### src/rtl/mem_controller_pkg.sv
// Shared types for the data-memory arbiter: FSM state encoding and packed-bus slice helper.
package mem_controller_pkg;

  typedef enum logic [2:0] {
    IDLE           = 3'd0,
    READ_WAITING   = 3'd1,
    WRITE_WAITING  = 3'd2,
    READ_RELAYING  = 3'd3,
    WRITE_RELAYING = 3'd4
  } state_t;

  // Low bit of element 'index' in a vector of equally sized packed fields.
  function automatic int slice_lo(input int index, input int width);
    return index * width;
  endfunction

endpackage

### src/rtl/mem_controller_rr_arbiter.sv
// Combinational round-robin pick: first requester at or after rr_ptr, wrapping modulo N.
module rr_arbiter #(
  parameter int N  = 4,
  parameter int IW = (N > 1) ? $clog2(N) : 1
) (
  input  logic [N-1:0]  request,
  input  logic [IW-1:0] rr_ptr,
  output logic          grant_valid,
  output logic [IW-1:0] grant_index
);

  localparam logic [IW:0] NUM = (IW + 1)'(N);

  logic [IW:0]   sum;
  logic [IW-1:0] idx;

  // Walk offsets from farthest to nearest so the nearest requester is written last and wins.
  always_comb begin
    grant_valid = 1'b0;
    grant_index = '0;
    sum         = '0;
    idx         = '0;
    for (int k = N - 1; k >= 0; k--) begin
      sum = {1'b0, rr_ptr} + (IW + 1)'(k);
      if (sum >= NUM) begin
        sum = sum - NUM;
      end
      idx = sum[IW-1:0];
      if (request[idx]) begin
        grant_valid = 1'b1;
        grant_index = idx;
      end
    end
  end

endmodule

### src/rtl/mem_controller.sv
// Serialises per-core read/write requests onto one data-memory channel with round-robin fairness.
// Registered outputs only; one memory transaction outstanding, ready held until the core drops valid.
module mem_controller
  import mem_controller_pkg::*;
#(
  parameter int ADDR_BITS     = 8,
  parameter int DATA_BITS     = 8,
  parameter int NUM_CONSUMERS = 4
) (
  input  logic                               clk,
  input  logic                               reset,
  input  logic [NUM_CONSUMERS-1:0]           consumer_read_valid,
  input  logic [NUM_CONSUMERS*ADDR_BITS-1:0] consumer_read_address,
  output logic [NUM_CONSUMERS-1:0]           consumer_read_ready,
  output logic [NUM_CONSUMERS*DATA_BITS-1:0] consumer_read_data,
  input  logic [NUM_CONSUMERS-1:0]           consumer_write_valid,
  input  logic [NUM_CONSUMERS*ADDR_BITS-1:0] consumer_write_address,
  input  logic [NUM_CONSUMERS*DATA_BITS-1:0] consumer_write_data,
  output logic [NUM_CONSUMERS-1:0]           consumer_write_ready,
  output logic                               mem_read_valid,
  output logic [ADDR_BITS-1:0]               mem_read_address,
  input  logic                               mem_read_ready,
  input  logic [DATA_BITS-1:0]               mem_read_data,
  output logic                               mem_write_valid,
  output logic [ADDR_BITS-1:0]               mem_write_address,
  output logic [DATA_BITS-1:0]               mem_write_data,
  input  logic                               mem_write_ready
);

  localparam int IW = (NUM_CONSUMERS > 1) ? $clog2(NUM_CONSUMERS) : 1;
  localparam logic [IW-1:0] LAST = IW'(NUM_CONSUMERS - 1);

  state_t        state;
  logic [IW-1:0] grant;
  logic [IW-1:0] rr_ptr;
  logic          arb_valid;
  logic [IW-1:0] arb_index;

  rr_arbiter #(
    .N  (NUM_CONSUMERS),
    .IW (IW)
  ) u_arb (
    .request     (consumer_read_valid | consumer_write_valid),
    .rr_ptr      (rr_ptr),
    .grant_valid (arb_valid),
    .grant_index (arb_index)
  );

  always_ff @(posedge clk) begin
    if (reset) begin
      state                <= IDLE;
      grant                <= '0;
      rr_ptr               <= '0;
      consumer_read_ready  <= '0;
      consumer_read_data   <= '0;
      consumer_write_ready <= '0;
      mem_read_valid       <= 1'b0;
      mem_read_address     <= '0;
      mem_write_valid      <= 1'b0;
      mem_write_address    <= '0;
      mem_write_data       <= '0;
    end else begin
      case (state)
        IDLE: begin
          if (arb_valid) begin
            grant <= arb_index;
            // A core holding both requests gets its read first.
            if (consumer_read_valid[arb_index]) begin
              mem_read_valid   <= 1'b1;
              mem_read_address <= consumer_read_address[slice_lo(int'(arb_index), ADDR_BITS) +: ADDR_BITS];
              state            <= READ_WAITING;
            end else begin
              mem_write_valid   <= 1'b1;
              mem_write_address <= consumer_write_address[slice_lo(int'(arb_index), ADDR_BITS) +: ADDR_BITS];
              mem_write_data    <= consumer_write_data[slice_lo(int'(arb_index), DATA_BITS) +: DATA_BITS];
              state             <= WRITE_WAITING;
            end
          end
        end
        READ_WAITING: begin
          if (mem_read_ready) begin
            consumer_read_data[slice_lo(int'(grant), DATA_BITS) +: DATA_BITS] <= mem_read_data;
            consumer_read_ready[grant] <= 1'b1;
            mem_read_valid             <= 1'b0;
            state                      <= READ_RELAYING;
          end
        end
        WRITE_WAITING: begin
          if (mem_write_ready) begin
            consumer_write_ready[grant] <= 1'b1;
            mem_write_valid             <= 1'b0;
            state                       <= WRITE_RELAYING;
          end
        end
        READ_RELAYING: begin
          if (!consumer_read_valid[grant]) begin
            consumer_read_ready[grant] <= 1'b0;
            rr_ptr                     <= (grant == LAST) ? '0 : grant + 1'b1;
            state                      <= IDLE;
          end
        end
        WRITE_RELAYING: begin
          if (!consumer_write_valid[grant]) begin
            consumer_write_ready[grant] <= 1'b0;
            rr_ptr                      <= (grant == LAST) ? '0 : grant + 1'b1;
            state                       <= IDLE;
          end
        end
        default: state <= IDLE;
      endcase
    end
  end

endmodule

### config.mk
export PLATFORM = sky130hd
export DESIGN_NAME = mem_controller
export DESIGN_NICKNAME = d
export VERILOG_FILES = /design/src/rtl/mem_controller_pkg.sv /design/src/rtl/mem_controller_rr_arbiter.sv /design/src/rtl/mem_controller.sv
export SDC_FILE = /design/constraint.sdc
export NUM_CORES = 1
export LEC_CHECK = 0
export BUFFER_PORTS_ARGS = -buffer_cell sky130_fd_sc_hd__buf_2
export CORE_ASPECT_RATIO = 1.25
export CORE_MARGIN = 2
export CORE_UTILIZATION = 43
export DETAILED_ROUTE_END_ITERATION = 12
export PLACE_DENSITY = 0.87
export SYNTH_ARGS = -nofsm -noshare
export SYNTH_HDL_FRONTEND = slang
export SYNTH_SLANG_ARGS = --single-unit
### constraint.sdc
create_clock -name clk -period 2.2 [get_ports clk]
set_clock_uncertainty 0.15 [all_clocks]
set_input_delay 0.44 -clock clk [delete_from_list [all_inputs] [get_ports clk]]
set_output_delay 0.44 -clock clk [all_outputs]
set_load 0.05 [all_outputs]
== Word-level counts from Yosys, hierarchy flattened ==
Cells that the tools add are included.
Cells by class
  add/subtract/negate cells: 9
  multiply operators: 0
  divide/modulo/power cells: 0
  $lt $le $gt $ge: 11
  eq/ne operators: 12
  shifts and indexed selects: 5
  muxes and demuxes: 54
  bitwise operators: 7
  reductions and logical operators: 17
Operators with widths (count)
  32-bit by 6-bit indexed part select with 8-bit output: 3
  5-bit negator with 33-bit output: 1
  8-bit by 33-bit variable shift with 32-bit output, first input constant: 1
  8-bit by 33-bit indexed part select with 32-bit output: 1
  32-bit bitwise mux: 1
  2-bit two-way mux: 12
  2-bit by 3-bit < comparator with 1-bit output, second input constant: 6
  1-bit two-way mux: 18
  4-bit two-way mux: 4
  4-bit case mux with 2 select lines: 2
  3-bit two-way mux: 5
  3-bit case mux with 5 select lines: 1
  3-bit AND reduction: 5
  1-bit binary-select mux with 2-bit select: 7
  2-bit != test, second input constant: 7
  4-bit OR: 3
  2-bit nonzero test: 5
  3-bit greater-or-equal comparator, second input constant: 3
  4-bit AND: 2
  4-bit AND reduction: 2
  2-bit by 1-bit subtractor with 2-bit output, second input constant: 4
  2-bit by 2-bit adder with 3-bit output, second input constant: 2
  3-bit by 2-bit == test with 1-bit output, second input constant: 2
  5-bit AND reduction: 1
  other kinds (15): 17
Word-level totals
  register bits: 73
  latch bits: 0
  RAM bits: 0
  memory bits (read-only): 0
  input bits: 116
  output and inout port bits: 66
  word-level logic and storage cells: 126
  memories: 0

== Depth between registers and ports, before layout ==
Gate-level depths: netlist of the first run.
  depth after elaboration: 14
  mapped depth: 7
  depth with buffers taken out: 6

== Cells and area by module ==
From an unflattened synthesis of the first run, not the netlist that was laid out.
Unflattened totals
  cells, all modules: 363
  area total of the unflattened synthesis: 3574.7 um2
By module, submodules not included
  mem_controller: times used 1, cells each 350, area an instance 3497.1 um2
  rr_arbiter: times used 1, cells each 13, area an instance 77.6 um2

== Least setup slack after synthesis of the first run ==
No wires, ideal clock.
  path kind: in2reg
  start point: input port consumer_read_valid[0]
  end point: register mem_write_address[2]
  arrival: 2031 ps
  slack: -98 ps
  stages: 7
  path through: or2_1 > a211o_1 > a22oi_2 > buf_2 > mux2i_1 > a22oi_1 > a22o_1
Between the ends
  word-level cells in the longest chain between the ends: 11
  elaborated cells between the ends (all ways): 22
RTL lines
  start, declared: RTL line mem_controller.sv:12  | input logic [NUM_CONSUMERS-1:0] consumer_read_valid,
  parallel branches: the longest is 11 deep, another holds 32-bit by 6-bit indexed part select with 8-bit output
  end signal, assigned: RTL line mem_controller.sv:74  | mem_write_address <= consumer_write_address[slice_lo(int'(arb_index), ADDR_BITS) +: ADDR_BITS];
  end, declared: RTL line mem_controller.sv:25  | output logic [ADDR_BITS-1:0] mem_write_address,
Several ways; the timed one is not identified. The select of a mux whose other input is x is not followed.
A chain may end at the register's enable or synchronous reset.

== Final worst setup path of the first run ==
Ends and elaborated chain as after synthesis.

==> flow_summary.ini, run 1 <==
[die]
rows = 38
pin_count = 182
dieArea_sq_mm = 0.00989
core_area_sq_mm = 0.00875
initial_utilization_pct = 44.8
fp.dieW_um = 89.4
fp.dieH_um = 111

[logic_synthesis]
syn-num-nets = 593
yosysWarnings = 0
yosys.area.top_type = dfxtp_1
synth_cells = 471
yosysUniqueCellTypes = 43
syn-mean-instance-area_sq_um = 8.31
yosys.area.top_type_share_pct = 37.3
synth_seq_cells = 73
ys_dominant_reg_cell = dfxtp_1
synth-async-reset-ratio_pct = 0
synth_edf_count = 0
synth-seq-area-share_pct = 37.3
synth_area_sq_mm = 0.00392
ys_top_cells_by_area = dfxtp_1 (37%), a21oi_1 (8.2%), mux2i_1 (7.4%)

[power_and_ir_drop]
power.static_leakage_nw = 2.50
pwr-share-clk_pct = 24.4
p_seq_share_pct = 36.6
power.switching_mw = 1.66
internal_power_mw = 2.66
swShare_pct = 38.4
ir_drop_uv = 414
power_frac_comb_pct = 39.0
power_density_mw_per_mm2 = 790
fin_total_pwr_mw = 4.32

[global_routing]
grt_pass1_wl_um = 18700
grt_util_all_layers_pct = 23.9
antenna_found_initial = 0
grt_max_degree = 53
grt-ovfl-total = 0
grt_pass1_vias = 4105

[timing]
hold_violations = 0
layout_min_cycle_time_ns = 2.13
finalCritPeriodShare_pct = 96.8
rsz0062_at_grt = yes
fmax_mhz = 469
worstMarginPinSlew_ns = 0.394
drv_slew = 0
maxSlewHeadroom_pct = 73.4
finalSetupViolCount = 0

[final_layout]
final_util_pct = 62.5
area_growth_pct = 39.7
fin_area_sq_mm = 0.00547
nets = 790
drive_gt1_share_pct = 37.6
diodes = 0

[worst_setup_path]
cp.required_ns = 2.30
setup.worst_path.class = in -> reg
rrSetupSlack_ns = 0.09
crit_start = consumer_read_valid[0]
r2r-end = mem_write_address[2]
crit_end = mem_write_address[2]
r2r_cells = 8
r2r-start = rr_ptr[1]
cp-start-kind = input port
cp.arrival_ns = 2.23
path_max_fanout = 7
crit_path_end_kind = flip-flop

[clock_network]
cts-buffers-inserted = 9
cts_hold_buf = 0
cts.clk_slew.worst_paths_ns = 0.07
clockBufferDepth = 2
cts_tree = yes
clockRootBuffer = clkbuf_8
worstSkewPairLatency_ns = 0.35
cts_num_sinks = 73
htree_levels = 3

[placed_design]
gp_congestion = 0.928
post_dp_cell_area_sq_mm = 0.00518
portBuffers = 181
dp_hpwl_um = 9430

[route]
dr.first_iter.drc_count = 279
wl_um = 12300
via_count = 4300
viasPerCell = 5.43
first_pass_iters = 5
post_drt_wl_per_cell_um = 15.5
remaining_drc_errors = 0
ant_nets = 0

[run]
maxCapViolations = 0

[hold_path]
hold_class = in -> reg

[status]
status = finished, final reports clean
[cell usage in the layout (no fill, tap or decap), drive strengths merged, types with 2 or more instances in the layout]
master | netlist | layout
a22oi | 19 | 19
nor3 | 5 | 5
clkbuf | 23 | 14
a21oi | 65 | 65
or4 | 2 | 2
o311ai | 8 | 8
dfxtp | 73 | 73
nand2 | 52 | 52
nand2b | 27 | 27
nor2b | 16 | 16
buf | 11 | 218
or3 | 3 | 3
a21o | 3 | 3
inv | 9 | 9
nand3 | 34 | 34
a22o | 24 | 24
a31oi | 2 | 2
o21ai | 9 | 9
clkinv | 0 | 2
a211o | 2 | 2
mux4 | 2 | 2
ha | 6 | 6
nor3b | 4 | 4
nor2 | 23 | 23
mux2 | 2 | 2
and2 | 5 | 5
mux2i | 29 | 29
[synthesized netlist by cell type (2+ instances only)]
master,number
a31oi_1,2
a22oi_1,18
a211o_1,2
clkbuf_1,23
and2_1,5
mux4_2,2
nand2_1,52
a22o_1,24
o21ai_1,8
or4_1,2
buf_4,3
or3_1,3
mux2_2,2
nand3_1,34
nand2b_1,27
inv_1,9
a21oi_1,64
o311ai_0,8
nor3_1,5
mux2i_1,29
dfxtp_1,73
ha_1,6
nor2b_1,16
a21o_1,3
nor2_1,23
nor3b_1,4
buf_2,8
[stage by stage]
stage	worst slack [ns]	TNS [ns]	cells	hold slack (ns)
2_1_floorplan	-0.0745	-0.903	471	0.333
3_3_place_gp	-0.206	-4.30	773	0.284
3_5_place_dp	-0.244	-5.26	773	0.292
4_1_cts	0.00207	0	788	0.232
5_1_grt	-0.00376	-0.00376	792	0.225
6_report	0.0695	0	792	0.242
[power groups by stage]
stage	logic (mW)	clock network (mW)	registers (mW)
final	1.69	1.06	1.58
after global routing	1.80	1.14	1.60
after CTS	1.66	1.08	1.58
after detailed placement	1.65	0	1.61
after global placement	1.62	0	1.60
after floorplan	0.687	0	2.03
[final cells by class]
| cell class | count | area (sq um) |
|---|---|---|
| clock buffer | 12 | 155 |
| clock inverter | 3 | 40.0 |
| fill | 771 | 3280 |
| inverter | 9 | 33.8 |
| multi-input combinational | 355 | 2320 |
| sequential | 73 | 1460 |
| tap | 120 | 150 |
| timing repair buffer | 220 | 1300 |
[repair_timing]
item,in CTS,in global routing
cloned,0,3
pin swaps,0,4
setup endpoints to repair,5,28
setup buffers,0,1
gates resized for setup,1,9
[critical path, cell delays in order]
cell	delay, ns
buf_2	0.10
or2_4	0.26
a211o_1	0.34
a22oi_2	0.24
buf_6	0.17
buf_12	0.13
mux2i_1	0.19
a22oi_1	0.11
a22o_1	0.23
[how the worst min path moves through the flow]
stage	from	to	slack, ns	cells after the start
floorplan	state[0]	state[2]	0.33	1
global placement	consumer_read_data[4]	consumer_read_data[4]	0.28	2
detailed placement	consumer_read_data[9]	consumer_read_data[9]	0.29	2
CTS	mem_read_data[4]	consumer_read_data[4]	0.23	3
global route	mem_read_data[3]	consumer_read_data[3]	0.22	3
finish	mem_read_data[3]	consumer_read_data[3]	0.24	3
[kinds of logic (layout without fill, tap and decap cells)]
logic type | after synthesis | count (layout) | share of synthesized area, %
compound gates | 142 | 142 | 24.6
fa+ha+maj | 6 | 6 | 1.92
buf+inv | 43 | 244 | 4.66
flops | 73 | 73 | 37.3
mux | 33 | 33 | 9.14
simple gates | 174 | 174 | 22.4
[layer usage]
metal / routed length [um] / track usage (%) / vias to the layer above
li1: - / - / 2090
met1: 4460 / 25.6 / 1950
met2: 6410 / 42.7 / 225
met3: 1010 / 5.29 / 35
met4: 396 / 11.2 / 0
met5: 0 / 0 / -
Note: power is estimated with default switching activity, not from simulation.
==> run 2, diff against run 1 <==
- PLACE_DENSITY: 0.87 -> 0.88
==> flow_summary.ini, run 2 (synthesized netlist as in run 1, its figures left out) <==
[status]
status = finished, final reports clean

[final_layout]
final_util_pct = 62.7
diodes = 0
multi_input_area_sq_mm = 0.00232
fin_area_sq_mm = 0.00548
drive_gt1_share_pct = 38.2
regArea_sq_mm = 0.00147
final_cells = 795
mostFrequentLayoutCells = buf_2 (181), dfxtp_1 (70), a21oi_1 (63)
area_growth_pct = 40.0
nets = 792
fillers = 772
final_common_cell = buf_2

[die]
fp.dieH_um = 111
rows = 38
dieArea_sq_mm = 0.00989
initial_utilization_pct = 44.8
fp.dieW_um = 89.4
core_area_sq_mm = 0.00875
pin_count = 182

[timing]
rsz0062_at_grt = yes
drv_slew = 0
finalCritPeriodShare_pct = 97.1
layout_min_cycle_time_ns = 2.14
fmax_mhz = 468
finalSetupViolCount = 0
maxSlewHeadroom_pct = 61.1
worstMarginPinSlew_ns = 0.581
finalWorstSetupSlack_ns = 0.0645
hold_violations = 0

[clock_network]
cts_tree = yes
clockRootBuffer = clkbuf_8
cts-buffers-inserted = 9
worstSkewPairLatency_ns = 0.36
cts_num_sinks = 73
cts.clk_slew.worst_paths_ns = 0.08
clockBufferDepth = 2
htree_levels = 3

[worst_setup_path]
cp-start-kind = flip-flop
crit_chain = nand2b_1 > a211o_1 > a22oi_2 > buf_6 > clkbuf_16 > mux2i_1 > a22oi_1 > a22o_1
critPathSlowestCell = dfxtp_1
setup.worst_path.class = reg -> reg
path_max_fanout = 7
cp.arrival_ns = 2.24
r2r_cells = 8
cp.buffers_inverters = 2
crit_start = rr_ptr[1]
rrSetupSlack_ns = 0.06
r2r-end = mem_write_address[2]
crit_path_end_kind = flip-flop
cp_num_cells = 8
cp.required_ns = 2.30
r2r-start = rr_ptr[1]
slowest_delay_ns = 0.33
crit_end = mem_write_address[2]
cp_top_family = compound AO/OA/AOI/OAI gates

[run]
maxCapViolations = 0

[power_and_ir_drop]
power.switching_mw = 1.70
power.static_leakage_nw = 2.50
pwr-share-clk_pct = 24.9
power_density_mw_per_mm2 = 789
power_frac_comb_pct = 38.7
internal_power_mw = 2.63
swShare_pct = 39.3
ir_drop_uv = 395
p_seq_share_pct = 36.5

[global_routing]
grt-ovfl-total = 0
grt_pass1_vias = 4289
grt_pass1_wl_um = 19800
grt_max_degree = 50
grt_util_all_layers_pct = 25.3
antenna_found_initial = 0

[route]
wl_um = 12600
first_pass_iters = 5
dr.first_iter.drc_count = 277
post_drt_wl_per_cell_um = 15.8
via_count = 4429
ant_nets = 0
viasPerCell = 5.57
remaining_drc_errors = 0

[hold_path]
hold_class = in -> reg

[placed_design]
portBuffers = 181
post_dp_cell_area_sq_mm = 0.00515
gp_congestion = 0.950
post-place-cells = 774
dp_hpwl_um = 9530
preCtsSetupSlack_ns = -0.302
## run 2: changes by cell type in the layout (fill, tap and decap cells not counted), sizes merged
| cell | delta |
|---|---|
| inv | +1 |
| buf | +2 |
| clkbuf | -2 |
| clkinv | -1 |
| clkinvlp | +3 |
## run 2: what timing repair did
item / in CTS / in global routing
setup endpoints to repair: 18 / 35
pin swaps: 1 / 4
setup buffers: 1 / 0
resized for setup: 2 / 8
hold buffers: 0 / 0
gates cloned: 1 / 3
## run 2: power by group through the flow
stage / sequential, mW / combinational, mW / clock, mW
6_report: 1.58 / 1.67 / 1.08
5_1_grt: 1.60 / 1.80 / 1.15
4_1_cts: 1.58 / 1.64 / 1.10
3_5_place_dp: 1.60 / 1.63 / 0
3_3_place_gp: 1.60 / 1.59 / 0
2_1_floorplan: 2.03 / 0.687 / 0
## run 2: routing by layer
layer,part of all wire [%],GRT usage (%),vias up
li1,-,-,2104
met1,36,27.6,2027
met2,52,44.9,256
met3,7.9,4.99,42
met4,3.7,12.2,0
met5,0,0,-
## run 2: cell type report
cell class                 instances  share of cell area (%)
clock inverter                     6                    1.21
timing repair buffer             222                    23.8
inverter                           9                   0.616
multi-input combinational        355                    42.4
clock buffer                      10                    2.51
sequential                        73                    26.7
tap                              120                    2.74
## run 2: metrics by stage
stage               setup TNS, ns  power, mW  hold slack [ns]
floorplan                  -0.903       2.72            0.333
global placement            -4.67       3.18            0.285
detailed placement          -6.15       3.23            0.291
CTS                             0       4.32            0.217
finish                          0       4.33            0.233
global route              -0.0139       4.54            0.226
## run 2: how the worst min path moves through the flow
stage                           from                     end  slack [ns]  depth (start not counted)
detailed placement    mem_read_valid          mem_read_valid        0.29                          2
CTS                 mem_read_data[7]  consumer_read_data[23]        0.22                          3
global route        mem_read_data[2]  consumer_read_data[10]        0.23                          3
finish              mem_read_data[0]  consumer_read_data[24]        0.23                          3
floorplan                   state[0]                state[2]        0.33                          1
global placement      mem_read_valid          mem_read_valid        0.28                          2
## run 2: worst min-delay path: cells and delay by family
kind / cells / cell delay, ns
AND/OR/NAND/NOR: 1 / 0.07
AO/OA/AOI/OAI: 1 / 0.06
buffers and inverters: 1 / 0.13
